==> src/rtl/alu_src_pipe.sv <==
// alu_src_pipe: registered ALU operand-select stage between decode and execute.
//  - Selects ALU src1/src2 from forwarded register values, immediate, PC or constant 4.
//  - Forwards results from EX and MEM (priority EX > MEM > regfile); x0 is never forwarded.
//  - Optional macro ALU_SRC_FWD_WB_EN adds WB forwarding at the lowest priority.
//    Without it the wb_* ports are present but ignored, and the regfile is assumed
//    to be write-before-read.
//  - Detects load-use hazards against the EX stage and refuses the op until EX advances.
//
// Handshake: a transfer happens on a rising edge where valid && ready are both high.
// A producer holding valid must keep its payload stable until ready is seen.
// Ready never depends on valid from the same side.
// Exception: in_ready is also dropped by load_use_stall. That flag looks at in_valid,
// so decode must keep presenting the op unchanged while the stall is high.
module alu_src_pipe #(
  parameter int DATA_W  = 32,
  parameter int RADDR_W = 5
) (
  input  logic               clk,
  input  logic               rst_n,
  input  logic               flush,
  input  logic               in_valid,
  output logic               in_ready,
  input  logic [1:0]         alu_src_sel,
  input  logic [RADDR_W-1:0] rs1_addr,
  input  logic [RADDR_W-1:0] rs2_addr,
  input  logic [DATA_W-1:0]  reg1_rdata,
  input  logic [DATA_W-1:0]  reg2_rdata,
  input  logic [DATA_W-1:0]  imm,
  input  logic [DATA_W-1:0]  curr_pc,
  input  logic               ex_we,
  input  logic [RADDR_W-1:0] ex_rd,
  input  logic [DATA_W-1:0]  ex_data,
  input  logic               ex_is_load,
  input  logic               mem_we,
  input  logic [RADDR_W-1:0] mem_rd,
  input  logic [DATA_W-1:0]  mem_data,
  input  logic               wb_we,
  input  logic [RADDR_W-1:0] wb_rd,
  input  logic [DATA_W-1:0]  wb_data,
  output logic               load_use_stall,
  output logic               out_valid,
  input  logic               out_ready,
  output logic [DATA_W-1:0]  alu_src1,
  output logic [DATA_W-1:0]  alu_src2,
  output logic [DATA_W-1:0]  store_data
);

  localparam logic [1:0] SEL_REG     = 2'd0;
  localparam logic [1:0] SEL_IMM     = 2'd1;
  localparam logic [1:0] SEL_FOUR_PC = 2'd2;
  localparam logic [1:0] SEL_IMM_PC  = 2'd3;

  logic [DATA_W-1:0] fwd1;
  logic [DATA_W-1:0] fwd2;
  logic [DATA_W-1:0] nxt_src1;
  logic [DATA_W-1:0] nxt_src2;
  logic              uses_rs1;
  logic              capture;

`ifndef ALU_SRC_FWD_WB_EN
  // WB results are not forwarded in this build; the regfile already returns them.
  logic unused_wb;
  assign unused_wb = ^{wb_we, wb_rd, wb_data};
`endif

  // Forward rs1: later assignments override earlier ones, so EX wins over MEM wins over WB.
  always_comb begin
    fwd1 = reg1_rdata;
    if (rs1_addr != '0) begin
`ifdef ALU_SRC_FWD_WB_EN
      if (wb_we && (wb_rd == rs1_addr)) fwd1 = wb_data;
`endif
      if (mem_we && (mem_rd == rs1_addr)) fwd1 = mem_data;
      if (ex_we && (ex_rd == rs1_addr)) fwd1 = ex_data;
    end
  end

  // Forward rs2 with the same priority order as rs1.
  always_comb begin
    fwd2 = reg2_rdata;
    if (rs2_addr != '0) begin
`ifdef ALU_SRC_FWD_WB_EN
      if (wb_we && (wb_rd == rs2_addr)) fwd2 = wb_data;
`endif
      if (mem_we && (mem_rd == rs2_addr)) fwd2 = mem_data;
      if (ex_we && (ex_rd == rs2_addr)) fwd2 = ex_data;
    end
  end

  // Operand select; PC and constant 4 pass through untouched.
  always_comb begin
    nxt_src1 = fwd1;
    nxt_src2 = fwd2;
    unique case (alu_src_sel)
      SEL_REG: begin
        nxt_src1 = fwd1;
        nxt_src2 = fwd2;
      end
      SEL_IMM: begin
        nxt_src1 = fwd1;
        nxt_src2 = imm;
      end
      SEL_FOUR_PC: begin
        nxt_src1 = DATA_W'(4);
        nxt_src2 = curr_pc;
      end
      SEL_IMM_PC: begin
        nxt_src1 = imm;
        nxt_src2 = curr_pc;
      end
      default: begin
        nxt_src1 = fwd1;
        nxt_src2 = fwd2;
      end
    endcase
  end

  // Load-use hazard: the EX load result cannot be forwarded yet.
  // rs2 is always checked because store_data is always forwarded from it.
  always_comb begin
    uses_rs1       = (alu_src_sel == SEL_REG) || (alu_src_sel == SEL_IMM);
    load_use_stall = in_valid && ex_we && ex_is_load && (ex_rd != '0) &&
                     (((ex_rd == rs1_addr) && uses_rs1) || (ex_rd == rs2_addr));
  end

  assign in_ready = (!out_valid || out_ready) && !load_use_stall && !flush;
  assign capture  = in_valid && in_ready;

  // One-entry output register.
  // Flush only clears valid: the data registers keep their value.
  always_ff @(posedge clk or negedge rst_n) begin
    if (!rst_n) begin
      out_valid  <= 1'b0;
      alu_src1   <= '0;
      alu_src2   <= '0;
      store_data <= '0;
    end else if (flush) begin
      out_valid <= 1'b0;
    end else if (capture) begin
      out_valid  <= 1'b1;
      alu_src1   <= nxt_src1;
      alu_src2   <= nxt_src2;
      store_data <= fwd2;
    end else if (out_ready) begin
      out_valid <= 1'b0;
    end
  end

endmodule

==> config.mk <==
export PLATFORM = sky130hd
export DESIGN_NAME = alu_src_pipe
export DESIGN_NICKNAME = d
export VERILOG_FILES = /design/src/rtl/alu_src_pipe.sv
export SDC_FILE = /design/constraint.sdc
export NUM_CORES = 1
export LEC_CHECK = 0
export ABC_AREA = 1
export CAP_MARGIN = 0
export CORE_AREA = 2 2 140 142
export CTS_CLUSTER_SIZE = 24
export DETAILED_ROUTE_END_ITERATION = 12
export DIE_AREA = 0 0 142 144
export GPL_TIMING_DRIVEN = 0
export HOLD_SLACK_MARGIN = 0.06
export PLACE_DENSITY = 0.9
export SETUP_SLACK_MARGIN = 0.05
export SYNTH_ARGS = -nofsm -noshare
export SYNTH_HDL_FRONTEND = slang
export SYNTH_SLANG_ARGS = --single-unit
==> constraint.sdc <==
create_clock -name clk -period 5.19 [get_ports clk]
set_clock_uncertainty 0.05 [all_clocks]
set_input_delay 0.7785 -clock clk [delete_from_list [all_inputs] [get_ports clk]]
set_output_delay 0.7785 -clock clk [all_outputs]
set_load 0.02 [all_outputs]
==> results by group, run 1 <==
Outcome
  • Status: finished clean

Die
  • Die area: 0.02045 mm2
  • Core Area: roughly 0.019 mm2
  • Die Y: 144 um
  • Core Rows: 51
  • Width of the die: 142 um
  • I/O pins: approximately 360
  • Initial core utilization: 0.3983

STA
  • Final Slew Violations: 0
  • Period Utilization, post-route: 0.8315
  • Worst Tran Pin Value: 1.168 ns
  • Max Freq: 231.7 MHz
  • Max-Slew Margin vs Limit: 0.2212
  • RSZ-0062 raised after global routing: no
  • Tmin final: 4.316 ns
  • Setup violators final: 0
  • Final hold violation count: 0

Synthesis
  • Post-synthesis xor/xnor area fraction: 0.006915
  • Post-synth top area cell: dfrtp_1
  • Synthesis Warnings: 0
  • Mux contribution to synthesized area: 0
  • Sequential share of the synthesized area: 0.3194
  • Synthesized instance count: 1322
  • Mapped Nets: approximately 1600
  • Synth top area cells: dfrtp_1 32%, nand2_1 23%, inv_1 12%
  • Flops & latches, synth: 97
  • Largest family of logic cells by synthesized area: simple AND/OR/NAND/NOR gates
  • Yosys top cell area share: 0.3194
  • Compound-cell area share of the yosys netlist: 0.07376
  • Adder-Cell Fraction of Synth Area: 0
  • Post-synth cell types: 25
  • Mean Syn Cell Area: around 5.7 um2
  • Synth Cell Area: 0.007600 mm2
  • Simple-Gate Fraction of Synth Area: 0.4276

Global routing
  • First-pass GRT wire length: between 50 and 60 mm
  • Antenna violations before repair: 0
  • GRT Resource Usage Total: 0.3214
  • Remaining global-route overflow: 0
  • Largest net degree at the start of global routing: 60
  • Vias in the first global route: 9277

Power
  • PD cells: approximately 250 mW/mm2
  • Sw frac: 0.3702
  • Sequential share of power: 0.337
  • Comb power frac: 0.406
  • Peak supply drop: roughly 140 uV
  • Internal: 1803 uW
  • Clock network power share: 0.257
  • Leak: 0.006391 uW
  • Psw: 1060 uW

Detailed routing
  • DR iter-0 viols: between 1000 and 1500
  • Wire per inst: around 18 um
  • Via Count: between 9000 and 10000
  • First-pass DRT Iterations: 6
  • Drt via density: about 5.2
  • Drt total wl: roughly 34 mm
  • Final ANT Viol Nets: 0
  • # DRC: 0

Clock tree
  • Postcts setup bufs: 0
  • PostCTS Resize Cnt: 0
  • Post-CTS Hold Fix Bufs: 0
  • Clock-pin slew on the worst setup and hold paths: roughly 0.07 ns
  • CTS sink cnt: 97
  • Worst-skew pair later-pin latency: 0.37 ns
  • CTS tree: built
  • CTS buffer count: 9
  • CTS H-tree lvls: 3
  • Maximum clock path buffer count: 2
  • Clk Tree Root Cell: clkbuf_16

Place
  • Area after DPL: about 0.011 mm2
  • Gpl congestion: 0.9289
  • Post-Place Cells: 1879
  • Final HPWL DP: 26.51 mm
  • IO buf count: 318

Worst setup path
  • Flop-to-flop setup slack: around 2.7 ns
  • R2r worst-path depth: 6
  • Worst EP required: 4.36 ns
  • Crit path DAT: 3.49 ns
  • Startpoint types: input port
  • Setup CP Type: in2out
  • CP Max Fanout: 10
  • CP Capture Type: output port
  • FF-to-FF End: store_data[9]
  • Worst R2R Start: out_valid

Final layout
  • Post-layout util: 0.5983
  • Post-Layout Cell Count: 1895
  • Most common cell after layout, fill and taps aside: nand2_1
  • Post-route cell area: 0.01141 mm2
  • Most frequent cells in the layout: 474 x nand2_1, 317 x clkdlybuf4s50_1, 241 x inv_1, 162 x nand3_1, 97 x dfrtp_1
  • Layout area overhead: 50.20%
  • Layout Nets: ~1900
  • Fraction of layout instances using a drive strength above 1: 0.04707
  • Antenna cells: 0

Hold path
  • HP Class: in2async

Run
  • Max_cap viols: 0
-- synthesized netlist by cell type (all sizes together) --
| cell type | instances |
|---|---|
| nand2 | 476 |
| o21ai | 62 |
| clkbuf | 34 |
| a21boi | 2 |
| nor3 | 3 |
| inv | 262 |
| buf | 38 |
| xnor2 | 4 |
| a21oi | 47 |
| nand3 | 163 |
| nand4 | 21 |
| xor2 | 2 |
| nand3b | 15 |
| nor2 | 96 |
| dfrtp | 97 |
-- critical path, cell delays in order --
cell and delay, ns:
clkdlybuf4s50_1 0.46, inv_1 0.05, a21oi_1 0.88, clkbuf_1 0.49, nand2_1 0.13, inv_1 0.10, clkdlybuf4s50_1 0.60
-- worst max path at each step --
stage | slack [ns] | from | cells after the start | end
floorplan | 2.49 | alu_src_sel[1] | 8 | in_ready
global placement | -0.63 | rst_n | 1 | store_data[15]
detailed placement | 0.99 | out_ready | 7 | in_ready
CTS | 0.97 | out_ready | 7 | in_ready
global route | 0.84 | out_ready | 7 | in_ready
finish | 0.87 | out_ready | 7 | in_ready
-- flip-flops by register name, summed over array words and instances, names as in the netlist --
register / count
out_valid: 1
alu_src1: 32
alu_src2: 32
store_data: 32
-- stage by stage --
stage          power (uW)  hold WS (ns)  worst slack (ns)  TNS [ns]
6_report             2863        0.3581            0.8744         0
5_1_grt              3001        0.3872            0.8437         0
4_1_cts              2854        0.3791            0.9709         0
3_5_place_dp         2124        0.4143            0.9940         0
3_3_place_gp         2097        0.4139           -0.6321    -59.53
2_1_floorplan        1508        0.4329             2.487         0
-- final cells by class --
type | instances | area [um2]
clock inverters | 7 | 83.83
well taps | 238 | 297.8
flip-flops and latches | 97 | 2427
multi-input cells | 891 | 3862
inverters | 262 | 983.4
clock buffers | 9 | 225.2
plain buffers | 72 | 326.6
repair buffers | 319 | 3208
fillers | 1767 | 7665
-- per-layer routing --
metal / routed length [um] / track usage / up-vias / share of wire
li1: - / - / 4652 / -
met1: 13780 / 0.4302 / 4552 / 0.41
met2: 15530 / 0.5253 / 592 / 0.46
met3: 3049 / 0.04967 / 82 / 0.091
met4: 1302 / 0.1237 / 0 / 0.039
met5: 0 / 0 / - / 0
-- power by group through the flow --
stage                     sequential, uW  combinational, uW  clock [uW]
after detailed placement             976               1150           0
after global routing                 979               1250         773
after CTS                            963               1160         736
after floorplan                     1130                373           0
final                                965               1160         737
after global placement               973               1120           0
-- cells by family after synthesis --
logic type,after synthesis
simple gates,774
compound gates,111
buf+inv,334
flops,97
xor+xnor,6
(Power assumes the default switching activity.)
==> run 2: changes to the inputs <==
CORE_AREA = not set   (was 2 2 140 142)
CORE_MARGIN = 2   (was not set)
CORE_UTILIZATION = 42   (was not set)
DIE_AREA = not set   (was 0 0 142 144)
PLACE_DENSITY = 0.93   (was 0.9)
clock period = 4.1 ns   (was 5.19 ns; I/O delays follow)
==> run 2 against run 1 <==
  * Count of clock-buffer cells in the layout did not move
  * Final cell count fell by 0.42%
  * Total power increased by 24%
==> results by group, run 2 (synthesis gave the netlist of run 1 again) <==
Outcome
  • Status: finished clean

Power
  • Peak supply drop: 267.1 uV (+93%)
  • Total power: 3546 uW (+24%)
  • PD cells: 311.7 mW/mm2 (+24%)
  • Leak: 0.006373 uW (-0.28%)

Global routing
  • Vias in the first global route: 9241 (-0.39%)
  • First-pass GRT wire length: 51.15 mm (+2.2%)
  • Remaining global-route overflow: 0 (unchanged)
  • GRT Resource Usage Total: 0.3401 (+0.01863)
  • Largest net degree at the start of global routing: 53 (-12%)
  • Antenna violations before repair: 1 (+1)

STA
  • RSZ-0062 raised after global routing: no
  • Tmin final: 3.923 ns
  • Max Freq: roughly 250 MHz
  • Period Utilization, post-route: 0.9568
  • Setup violators final: 0 (unchanged)
  • Final Slew Violations: 0 (unchanged)
  • Max-Slew Margin vs Limit: 0.2681 (+0.04691)
  • Worst Slack Setup Final: 0.1772 ns (-0.6972 ns)
  • Worst Tran Pin Value: 1.098 ns (-0.07036 ns)
  • Final hold violation count: 0 (unchanged)

Worst setup path
  • Startpoint types: input port
  • CP max stage delay: 0.83 ns (-0.05 ns)
  • Crit-path leading delay family: buffers and inverters
  • CP Max Fanout: 10 (unchanged)
  • CP bufs+invs: 5 (unchanged)
  • Crit path DAT: 3.26 ns (-0.23 ns)
  • Crit-path cells: clkdlybuf4s50_1, inv_1, a21oi_1, clkbuf_1, nand2_1, inv_1, clkdlybuf4s50_1
  • Highest-delay cell along the critical path: a21oi_1
  • Setup CP Type: in2out
  • Worst EP required: 3.43 ns (-0.93 ns)
  • CP Capture Type: output port

Detailed routing
  • Drt total wl: 33.78 mm (+0.36%)
  • # DRC: 0 (unchanged)
  • Drt via density: 5.247 (+0.66%)
  • Wire per inst: 17.90 um (+0.79%)
  • Final ANT Viol Nets: 0 (unchanged)
  • Via Count: 9901 (+0.23%)
  • First-pass DRT Iterations: 6 (unchanged)
  • DR iter-0 viols: 1003 (-5.4%)

Die
  • Initial core utilization: 0.4260 (+0.02766)
  • I/O pins: 359 (unchanged)
  • Die area: 0.01919 mm2 (-6.2%)
  • Core Area: 0.01784 mm2 (-6.5%)
  • Die Y: 138.5 um (-3.8%)
  • Width of the die: 138.5 um (-2.5%)
  • Core Rows: 49 (-3.9%)

Clock tree
  • CTS H-tree lvls: 3 (unchanged)
  • Clk Tree Root Cell: clkbuf_16
  • Worst-skew pair later-pin latency: 0.36 ns (about the same)
  • CTS tree: built
  • CTS buffer count: 9 (unchanged)
  • Maximum clock path buffer count: 2 (unchanged)
  • PostCTS Resize Cnt: 0 (unchanged)
  • Postcts setup bufs: 0 (unchanged)
  • CTS sink cnt: 97 (unchanged)
  • Clock-pin slew on the worst setup and hold paths: 0.08 ns (about the same)
  • Post-CTS Hold Fix Bufs: 0 (unchanged)

Final layout
  • Layout area overhead: 49.67%
  • Post-layout util: 0.6376 (+0.03929)
  • Top Registers: alu_src1 x32, alu_src2 x32, store_data x32
  • Most frequent cells in the layout: 474 x nand2_1, 317 x clkdlybuf4s50_1, 241 x inv_1, 162 x nand3_1, 97 x dfrtp_1
  • Layout Nets: 1912 (unchanged)
  • Post-route cell area: 0.01137 mm2 (-0.35%)
  • Fraction of layout instances using a drive strength above 1: 0.04707 (unchanged)
  • Most common cell after layout, fill and taps aside: nand2_1

Place
  • Pre-CTS setup slack: 0.2592 ns (-0.7348 ns)
  • Final HPWL DP: 26.83 mm (+1.2%)
  • IO buf count: 318 (unchanged)
  • Area after DPL: 0.01109 mm2 (-0.10%)
  • Gpl congestion: 1.012 (+8.9%)

Hold path
  • HP Class: in2async

Run
  • Max_cap viols: 0 (unchanged)
run 2: path summary, 6_finish.rpt:
check | cells past startpoint | endpoint | slack, ns | from
max in group asynchronous | 2 | alu_src2[23] | 3.03 | rst_n
min reg2reg | 2 | store_data[16] | 0.43 | store_data[16]
max reg2reg | 6 | store_data[9] | 1.61 | out_valid
min in group clk | 2 | store_data[16] | 0.43 | store_data[16]
min | 1 | alu_src2[3] | 0.23 | rst_n
max | 7 | in_ready | 0.18 | out_ready
run 2: metal layers:
| layer | GRT usage | wire [um] | vias to the layer above |
|---|---|---|---|
| met5 | 0 | 0 | - |
| met4 | 0.1160 | 1164 | 0 |
| met3 | 0.05334 | 3036 | 80 |
| met2 | 0.5599 | 15580 | 605 |
| met1 | 0.4580 | 14000 | 4556 |
| li1 | - | - | 4660 |
run 2: power breakdown:
group | internal (uW) | switching [uW]
logic | 671 | 800
clock network | 419 | 431
registers | 1120 | 102
total | 2210 | 1330
run 2: area by class of cell:
class | count | area [um2]
Fill cell | 1633 | 6466
Multi-Input combinational cell | 891 | 3862
Timing Repair Buffer | 319 | 3208
Sequential cell | 97 | 2427
Inverter | 262 | 983.4
Buffer | 72 | 326.6
Tap cell | 229 | 286.5
Clock buffer | 9 | 225.2
Clock inverter | 7 | 52.55
Antenna cell | 1 | 2.502
run 2: per-stage QoR:
step | hold slack [ns] | setup TNS [ns] | std cells
floorplan | 0.2694 | 0 | 1322
global placement | 0.4147 | -142.94 | 1869
detailed placement | 0.4186 | 0 | 1870
CTS | 0.2618 | 0 | 1886
global route | 0.2788 | 0 | 1886
finish | 0.2345 | 0 | 1887
==> run 3: changes to the inputs <==
SLEW_MARGIN = 5   (was not set)
==> results of run 3 <==
The final DEF is identical to that of run 2; final timing and power are the same.
